`config.mk`:
```
export PLATFORM = sky130hd
export DESIGN_NAME = cdb_arbiter
export DESIGN_NICKNAME = d
export VERILOG_FILES = /design/src/rtl/cdb_arbiter.sv
export SDC_FILE = /design/constraint.sdc
export NUM_CORES = 1
export LEC_CHECK = 0
export ABC_AREA = 1
export CAP_MARGIN = 20
export CORE_AREA = 2 2 173 175
export DETAILED_ROUTE_END_ITERATION = 6
export DIE_AREA = 0 0 175 177
export HOLD_SLACK_MARGIN = 0.12
export PLACE_DENSITY = 0.75
export SYNTH_ARGS = -nofsm -noshare
export SYNTH_HDL_FRONTEND = slang
export SYNTH_SLANG_ARGS = --single-unit
```
`constraint.sdc`:
```
create_clock -name in_clk -period 5.7 [get_ports in_clk]
set_input_delay 0.855 -clock in_clk [delete_from_list [all_inputs] [get_ports in_clk]]
set_output_delay 0.855 -clock in_clk [all_outputs]
set_load 0.1 [all_outputs]
```
`src/rtl/cdb_arbiter.sv`:
```
`default_nettype none
// ============================================================================
//  Module      : cdb_arbiter
//  Description : Common data bus arbiter. ALU and LSB results each queue in a
//                small FIFO; a round-robin arbiter places one result per
//                cycle onto a registered broadcast bus toward ROB/RS/LSB.
//  Revision    : 1.0 - initial release
// ============================================================================
module cdb_arbiter #(
  parameter int DEPTH  = 2,
  parameter int ROB_W  = 4,
  parameter int DATA_W = 32
) (
  input  logic              in_clk,
  input  logic              in_rst_n,
  input  logic              in_rdy,
  input  logic              in_flush,
  input  logic              in_alu_enable,
  input  logic [ROB_W-1:0]  in_alu_reorder,
  input  logic [DATA_W-1:0] in_alu_result,
  input  logic [DATA_W-1:0] in_alu_branch,
  output logic              out_alu_full,
  input  logic              in_lsb_enable,
  input  logic [ROB_W-1:0]  in_lsb_reorder,
  input  logic [DATA_W-1:0] in_lsb_result,
  input  logic              in_lsb_io_read,
  output logic              out_lsb_full,
  output logic              out_cdb_enable,
  output logic              out_cdb_src,
  output logic [ROB_W-1:0]  out_cdb_reorder,
  output logic [DATA_W-1:0] out_cdb_result,
  output logic [DATA_W-1:0] out_cdb_branch,
  output logic              out_cdb_io_read,
  output logic              out_overflow
);

  localparam int              c_PTR_W = (DEPTH > 1) ? $clog2(DEPTH) : 1;
  localparam int              c_CNT_W = $clog2(DEPTH) + 1;
  localparam logic [c_CNT_W-1:0] c_FULL = c_CNT_W'(DEPTH);

  // Result storage (no reset needed: validity is tracked by the counts)
  logic [ROB_W-1:0]  r_alu_tag_q [DEPTH];
  logic [DATA_W-1:0] r_alu_res_q [DEPTH];
  logic [DATA_W-1:0] r_alu_br_q  [DEPTH];
  logic [ROB_W-1:0]  r_lsb_tag_q [DEPTH];
  logic [DATA_W-1:0] r_lsb_res_q [DEPTH];
  logic              r_lsb_io_q  [DEPTH];

  logic [c_PTR_W-1:0] r_alu_rd, r_alu_wr, r_lsb_rd, r_lsb_wr;
  logic [c_CNT_W-1:0] r_alu_cnt, r_lsb_cnt;
  logic               r_last_lsb;   // 1 = last grant went to the LSB
  logic               r_overflow;

  logic              r_cdb_enable, r_cdb_src, r_cdb_io_read;
  logic [ROB_W-1:0]  r_cdb_reorder;
  logic [DATA_W-1:0] r_cdb_result, r_cdb_branch;

  logic w_alu_full, w_lsb_full, w_alu_has, w_lsb_has;
  logic w_alu_elig, w_lsb_elig, w_alu_gnt, w_lsb_gnt;
  logic w_alu_pop, w_lsb_pop, w_alu_push, w_lsb_push, w_active;
  logic [ROB_W-1:0]  w_alu_tag, w_lsb_tag;
  logic [DATA_W-1:0] w_alu_res, w_alu_br, w_lsb_res;
  logic              w_lsb_io;

  assign w_active   = in_rdy & ~in_flush;
  assign w_alu_full = (r_alu_cnt == c_FULL);
  assign w_lsb_full = (r_lsb_cnt == c_FULL);
  assign w_alu_has  = (r_alu_cnt != '0);
  assign w_lsb_has  = (r_lsb_cnt != '0);

  // Candidate per source: queued head first, otherwise the incoming result
  assign w_alu_tag = w_alu_has ? r_alu_tag_q[r_alu_rd] : in_alu_reorder;
  assign w_alu_res = w_alu_has ? r_alu_res_q[r_alu_rd] : in_alu_result;
  assign w_alu_br  = w_alu_has ? r_alu_br_q[r_alu_rd]  : in_alu_branch;
  assign w_lsb_tag = w_lsb_has ? r_lsb_tag_q[r_lsb_rd] : in_lsb_reorder;
  assign w_lsb_res = w_lsb_has ? r_lsb_res_q[r_lsb_rd] : in_lsb_result;
  assign w_lsb_io  = w_lsb_has ? r_lsb_io_q[r_lsb_rd]  : in_lsb_io_read;

  // Round robin: when both compete, the source that did not win last time wins
  assign w_alu_elig = w_alu_has | in_alu_enable;
  assign w_lsb_elig = w_lsb_has | in_lsb_enable;
  assign w_alu_gnt  = w_alu_elig & (~w_lsb_elig | r_last_lsb);
  assign w_lsb_gnt  = w_lsb_elig & ~w_alu_gnt;

  // A full FIFO drops the incoming result even if its head leaves this cycle
  assign w_alu_pop  = w_active & w_alu_gnt & w_alu_has;
  assign w_lsb_pop  = w_active & w_lsb_gnt & w_lsb_has;
  assign w_alu_push = w_active & in_alu_enable & ~w_alu_full & ~(w_alu_gnt & ~w_alu_has);
  assign w_lsb_push = w_active & in_lsb_enable & ~w_lsb_full & ~(w_lsb_gnt & ~w_lsb_has);

  // Write incoming results into the FIFO tails
  always_ff @(posedge in_clk) begin
    if (w_alu_push) begin
      r_alu_tag_q[r_alu_wr] <= in_alu_reorder;
      r_alu_res_q[r_alu_wr] <= in_alu_result;
      r_alu_br_q[r_alu_wr]  <= in_alu_branch;
    end
    if (w_lsb_push) begin
      r_lsb_tag_q[r_lsb_wr] <= in_lsb_reorder;
      r_lsb_res_q[r_lsb_wr] <= in_lsb_result;
      r_lsb_io_q[r_lsb_wr]  <= in_lsb_io_read;
    end
  end

  // FIFO pointers/counts, round-robin history and sticky overflow flag
  always_ff @(posedge in_clk or negedge in_rst_n) begin
    if (!in_rst_n) begin
      r_alu_rd   <= '0;
      r_alu_wr   <= '0;
      r_alu_cnt  <= '0;
      r_lsb_rd   <= '0;
      r_lsb_wr   <= '0;
      r_lsb_cnt  <= '0;
      r_last_lsb <= 1'b1;
      r_overflow <= 1'b0;
    end else if (in_rdy) begin
      if ((in_alu_enable & w_alu_full) | (in_lsb_enable & w_lsb_full))
        r_overflow <= 1'b1;
      if (in_flush) begin
        r_alu_rd   <= '0;
        r_alu_wr   <= '0;
        r_alu_cnt  <= '0;
        r_lsb_rd   <= '0;
        r_lsb_wr   <= '0;
        r_lsb_cnt  <= '0;
        r_last_lsb <= 1'b1;
      end else begin
        if (w_alu_push) r_alu_wr <= r_alu_wr + 1'b1;
        if (w_alu_pop)  r_alu_rd <= r_alu_rd + 1'b1;
        if (w_lsb_push) r_lsb_wr <= r_lsb_wr + 1'b1;
        if (w_lsb_pop)  r_lsb_rd <= r_lsb_rd + 1'b1;
        if (w_alu_push & ~w_alu_pop)      r_alu_cnt <= r_alu_cnt + 1'b1;
        else if (w_alu_pop & ~w_alu_push) r_alu_cnt <= r_alu_cnt - 1'b1;
        if (w_lsb_push & ~w_lsb_pop)      r_lsb_cnt <= r_lsb_cnt + 1'b1;
        else if (w_lsb_pop & ~w_lsb_push) r_lsb_cnt <= r_lsb_cnt - 1'b1;
        if (w_alu_gnt | w_lsb_gnt) r_last_lsb <= w_lsb_gnt;
      end
    end
  end

  // Register the winner onto the broadcast bus; idle cycles only drop enable
  always_ff @(posedge in_clk or negedge in_rst_n) begin
    if (!in_rst_n) begin
      r_cdb_enable  <= 1'b0;
      r_cdb_src     <= 1'b0;
      r_cdb_reorder <= '0;
      r_cdb_result  <= '0;
      r_cdb_branch  <= '0;
      r_cdb_io_read <= 1'b0;
    end else if (in_rdy) begin
      if (in_flush) begin
        r_cdb_enable <= 1'b0;
      end else if (w_alu_gnt) begin
        r_cdb_enable  <= 1'b1;
        r_cdb_src     <= 1'b0;
        r_cdb_reorder <= w_alu_tag;
        r_cdb_result  <= w_alu_res;
        r_cdb_branch  <= w_alu_br;
        r_cdb_io_read <= 1'b0;
      end else if (w_lsb_gnt) begin
        r_cdb_enable  <= 1'b1;
        r_cdb_src     <= 1'b1;
        r_cdb_reorder <= w_lsb_tag;
        r_cdb_result  <= w_lsb_res;
        r_cdb_branch  <= '0;
        r_cdb_io_read <= w_lsb_io;
      end else begin
        r_cdb_enable <= 1'b0;
      end
    end
  end

  assign out_alu_full    = w_alu_full;
  assign out_lsb_full    = w_lsb_full;
  assign out_cdb_enable  = r_cdb_enable;
  assign out_cdb_src     = r_cdb_src;
  assign out_cdb_reorder = r_cdb_reorder;
  assign out_cdb_result  = r_cdb_result;
  assign out_cdb_branch  = r_cdb_branch;
  assign out_cdb_io_read = r_cdb_io_read;
  assign out_overflow    = r_overflow;

endmodule
`default_nettype wire

```
==> out/metrics.yaml <==
wirelength_um: 28800
cts.sinks: 291
critPathTopFamily: "simple AND/OR/NAND/NOR gates"
fmax_mhz: 283
wl_per_cell_um: 18.1
outcome: "finished, final reports clean"
grt_usage: 0.183
drive_gt1_frac: 0.0889
gp_congestion: 0.799
hpwl_um: 18100
finalCriticalPeriod_ns: 3.53
tns_ns: 0
clockBufferDepth: 3
numCtsBuffers: 31
io_pins: 185
syn_to_final_growth_pct: 26.0
critPathMaxFanout: 36
first_pass_iters: 5
cts_tree: "yes"
irDropWorstVdd_v: 0.000519
clock_latency_ns: 0.54
end_kind: "register"
total_power_mw: 8.58
slew_viol_final: 0
yosys.area.top_type: "edfxtp_1"
cp.arrival_ns: 3.71
netlist_area_mm2: 0.0121
cp_cell_sequence: "clkdlybuf4s50_1 -> inv_1 -> nand2_1 -> nand2_1 -> nand2_4 -> o21ai_2 -> nor2_4 -> buf_4"
num_vias: 8459
synth_top_cell_area_share: 0.522
clk_pin_slew_ns: 0.06
maxCapViolCount: 0
critPathRequiredTime_ns: 5.88
maxSlewHeadroom: 0.272
yosysWarnings: 0
postCtsResizedCells: 0
grt_max_degree: 110
clockRootBuffer: "clkbuf_16"
grt_antenna_before_repair: 0
slowest_stage: "nor2_4"
worst_pin_slew_ns: 1.09
finalClockSkew_ns: 0.0158
grt_pass1_wl_um: 45000
chipWidth_um: 175
cts_max_level: 1
syn_inst: 1018
cts_hold_buf: 0
core_mm2: 0.0292
synthDistinctLibCells: 28
synthTopCellsByArea: "edfxtp_1, dfrtp_1, nand2_1"
critPathMaxStageDelay_ns: 0.77
io_buffers: 184
crit_type: "input port to register"
crit_buf_inv: 3
drtIter0Drc: 747
overflow: 0
drt-vias-per-instance: 5.31
seq_area_frac_synth: 0.689
fin_crit_sh: 0.619
cts_setup_buffers: 0
initial_core_util: 0.413
die_area_mm2: 0.0310
antennaDiodeCount: 0
ant_nets: 0
syn_nets: 1129
power.leakage_nw: 5.48
nets: 1290
rsz0062_at_grt: "false"
num_rows: 63
synth_seq_cells: 291
die_h_um: 177
grt_pass1_vias: 8258
path_common_cell: "nand2_1"
nFillCells: 2464
hold_violations: 0
hold_path.class: "input port to asynchronous set/reset pin"
setup_viol: 0
power_density_mw_per_mm2: 563
drcViolationCount: 0
syn_avg_cell_area_um2: 11.9
start_kind: "input port"
-- placed cells by master, fill, tap and decap left out, types with 2 or more instances in the layout --
cell / netlist / layout
dfrtp_2: 0 / 2
nand2_4: 0 / 2
o211ai_1: 73 / 73
a21oi_1: 3 / 3
dfrtp_1: 80 / 78
nand2_1: 277 / 277
clkbuf_1: 15 / 4
o31ai_1: 16 / 16
o21a_1: 36 / 36
bufinv_16: 0 / 2
nand3_1: 112 / 112
clkinv_2: 0 / 5
o31ai_2: 16 / 16
buf_4: 10 / 16
inv_2: 7 / 7
nor2_1: 14 / 10
clkbuf_16: 0 / 32
clkdlybuf4s50_1: 0 / 183
inv_1: 13 / 13
nand4_1: 2 / 2
o21ai_1: 4 / 4
nor2_4: 0 / 4
nor2_2: 2 / 2
nand2_2: 5 / 3
clkinv_4: 0 / 3
o21ai_0: 70 / 70
clkbuf_8: 0 / 9
edfxtp_1: 210 / 210
-- power by group --
part / total (mW) / switching (mW) / internal, mW
clock network: 2.04 / 0.806 / 1.23
logic: 3.73 / 2.83 / 0.896
registers: 2.81 / 0.209 / 2.60
total: 8.58 / 3.85 / 4.73
-- final timing paths --
kind	slack, ns	startpoint	cells past startpoint	endpoint
setup reg to reg	2.64	r_alu_cnt[1]$_DFFE_PN0P_	6	r_alu_res_q[1][18]$_DFFE_PP_
hold reg to reg	0.48	out_cdb_src$_DFFE_PN0P_	2	out_cdb_src$_DFFE_PN0P_
hold / removal	0.27	in_rst_n	1	out_cdb_result[19]$_DFFE_PN0P_
setup / recovery	2.17	in_lsb_enable	8	r_alu_res_q[1][18]$_DFFE_PP_
max in group asynchronous	4.34	in_rst_n	2	r_lsb_rd$_DFFE_PN0P_
min in group in_clk	0.48	out_cdb_src$_DFFE_PN0P_	2	out_cdb_src$_DFFE_PN0P_
-- Yosys cell counts --
library cell / n
a21o_1: 1
nor2_2: 2
o22ai_1: 1
o21ai_0: 70
a21oi_2: 1
edfxtp_1: 210
nand4_1: 2
nand3_1: 112
o21ai_2: 1
buf_2: 40
dfstp_2: 1
nand2_1: 277
o31ai_1: 16
inv_1: 13
nand2_2: 5
buf_6: 6
o21ai_1: 4
nor2_1: 14
buf_4: 10
o21a_1: 36
xor2_1: 1
o211ai_1: 73
dfrtp_1: 80
a21oi_1: 3
inv_2: 7
clkbuf_1: 15
xnor2_1: 1
o31ai_2: 16
-- stage by stage --
stage / hold WS, ns / utilization / instances / setup WS (ns) / area (um^2)
3_3_place_gp: 0.454 / 0.485 / 1536 / 1.66 / 14200
5_1_grt: 0.287 / 0.521 / 1593 / 2.02 / 15200
2_1_floorplan: 0.481 / - / 1018 / 0.950 / 12100
6_report: 0.270 / 0.521 / 1593 / 2.17 / 15200
4_1_cts: 0.269 / 0.521 / 1593 / 2.17 / 15200
3_5_place_dp: 0.460 / 0.485 / 1536 / 1.61 / 14200
-- kinds of logic (layout without fill, tap and decap cells) --
kind of cell	after synthesis	after routing	synth area share
compound gates	222	222	0.129
buf+inv	91	276	0.0392
xor+xnor	2	2	0.00145
flops	291	291	0.689
simple gates	412	412	0.141
-- registers in the layout (all words and copies together) (netlist names), 2 cells and up --
signal           cells
r_lsb_tag_q          8
out_cdb_reorder      4
out_cdb_branch      32
r_alu_br_q          64
out_cdb_result      32
r_lsb_io_q           2
r_alu_res_q         64
r_alu_cnt            2
r_lsb_cnt            2
r_alu_tag_q          8
r_lsb_res_q         64
-- layer usage --
metal | GRT usage | vias up | part of all wire
met5 | 0 | - | 0
met4 | 0.0535 | 0 | 0.023
met3 | 0.0271 | 50 | 0.053
met2 | 0.313 | 248 | 0.50
met1 | 0.242 | 4162 | 0.43
li1 | - | 3999 | -
-- cell type report --
type,count,area [um^2],share of cell area
clock buffers,45,940,0.0617
clock inverters,12,123,0.00805
inverters,20,75.1,0.00493
multi-input cells,636,3320,0.218
flip-flops and latches,291,8340,0.547
well taps,390,488,0.0320
repair buffers,199,1950,0.128
No activity file was read; power rests on OpenSTA's default activity.
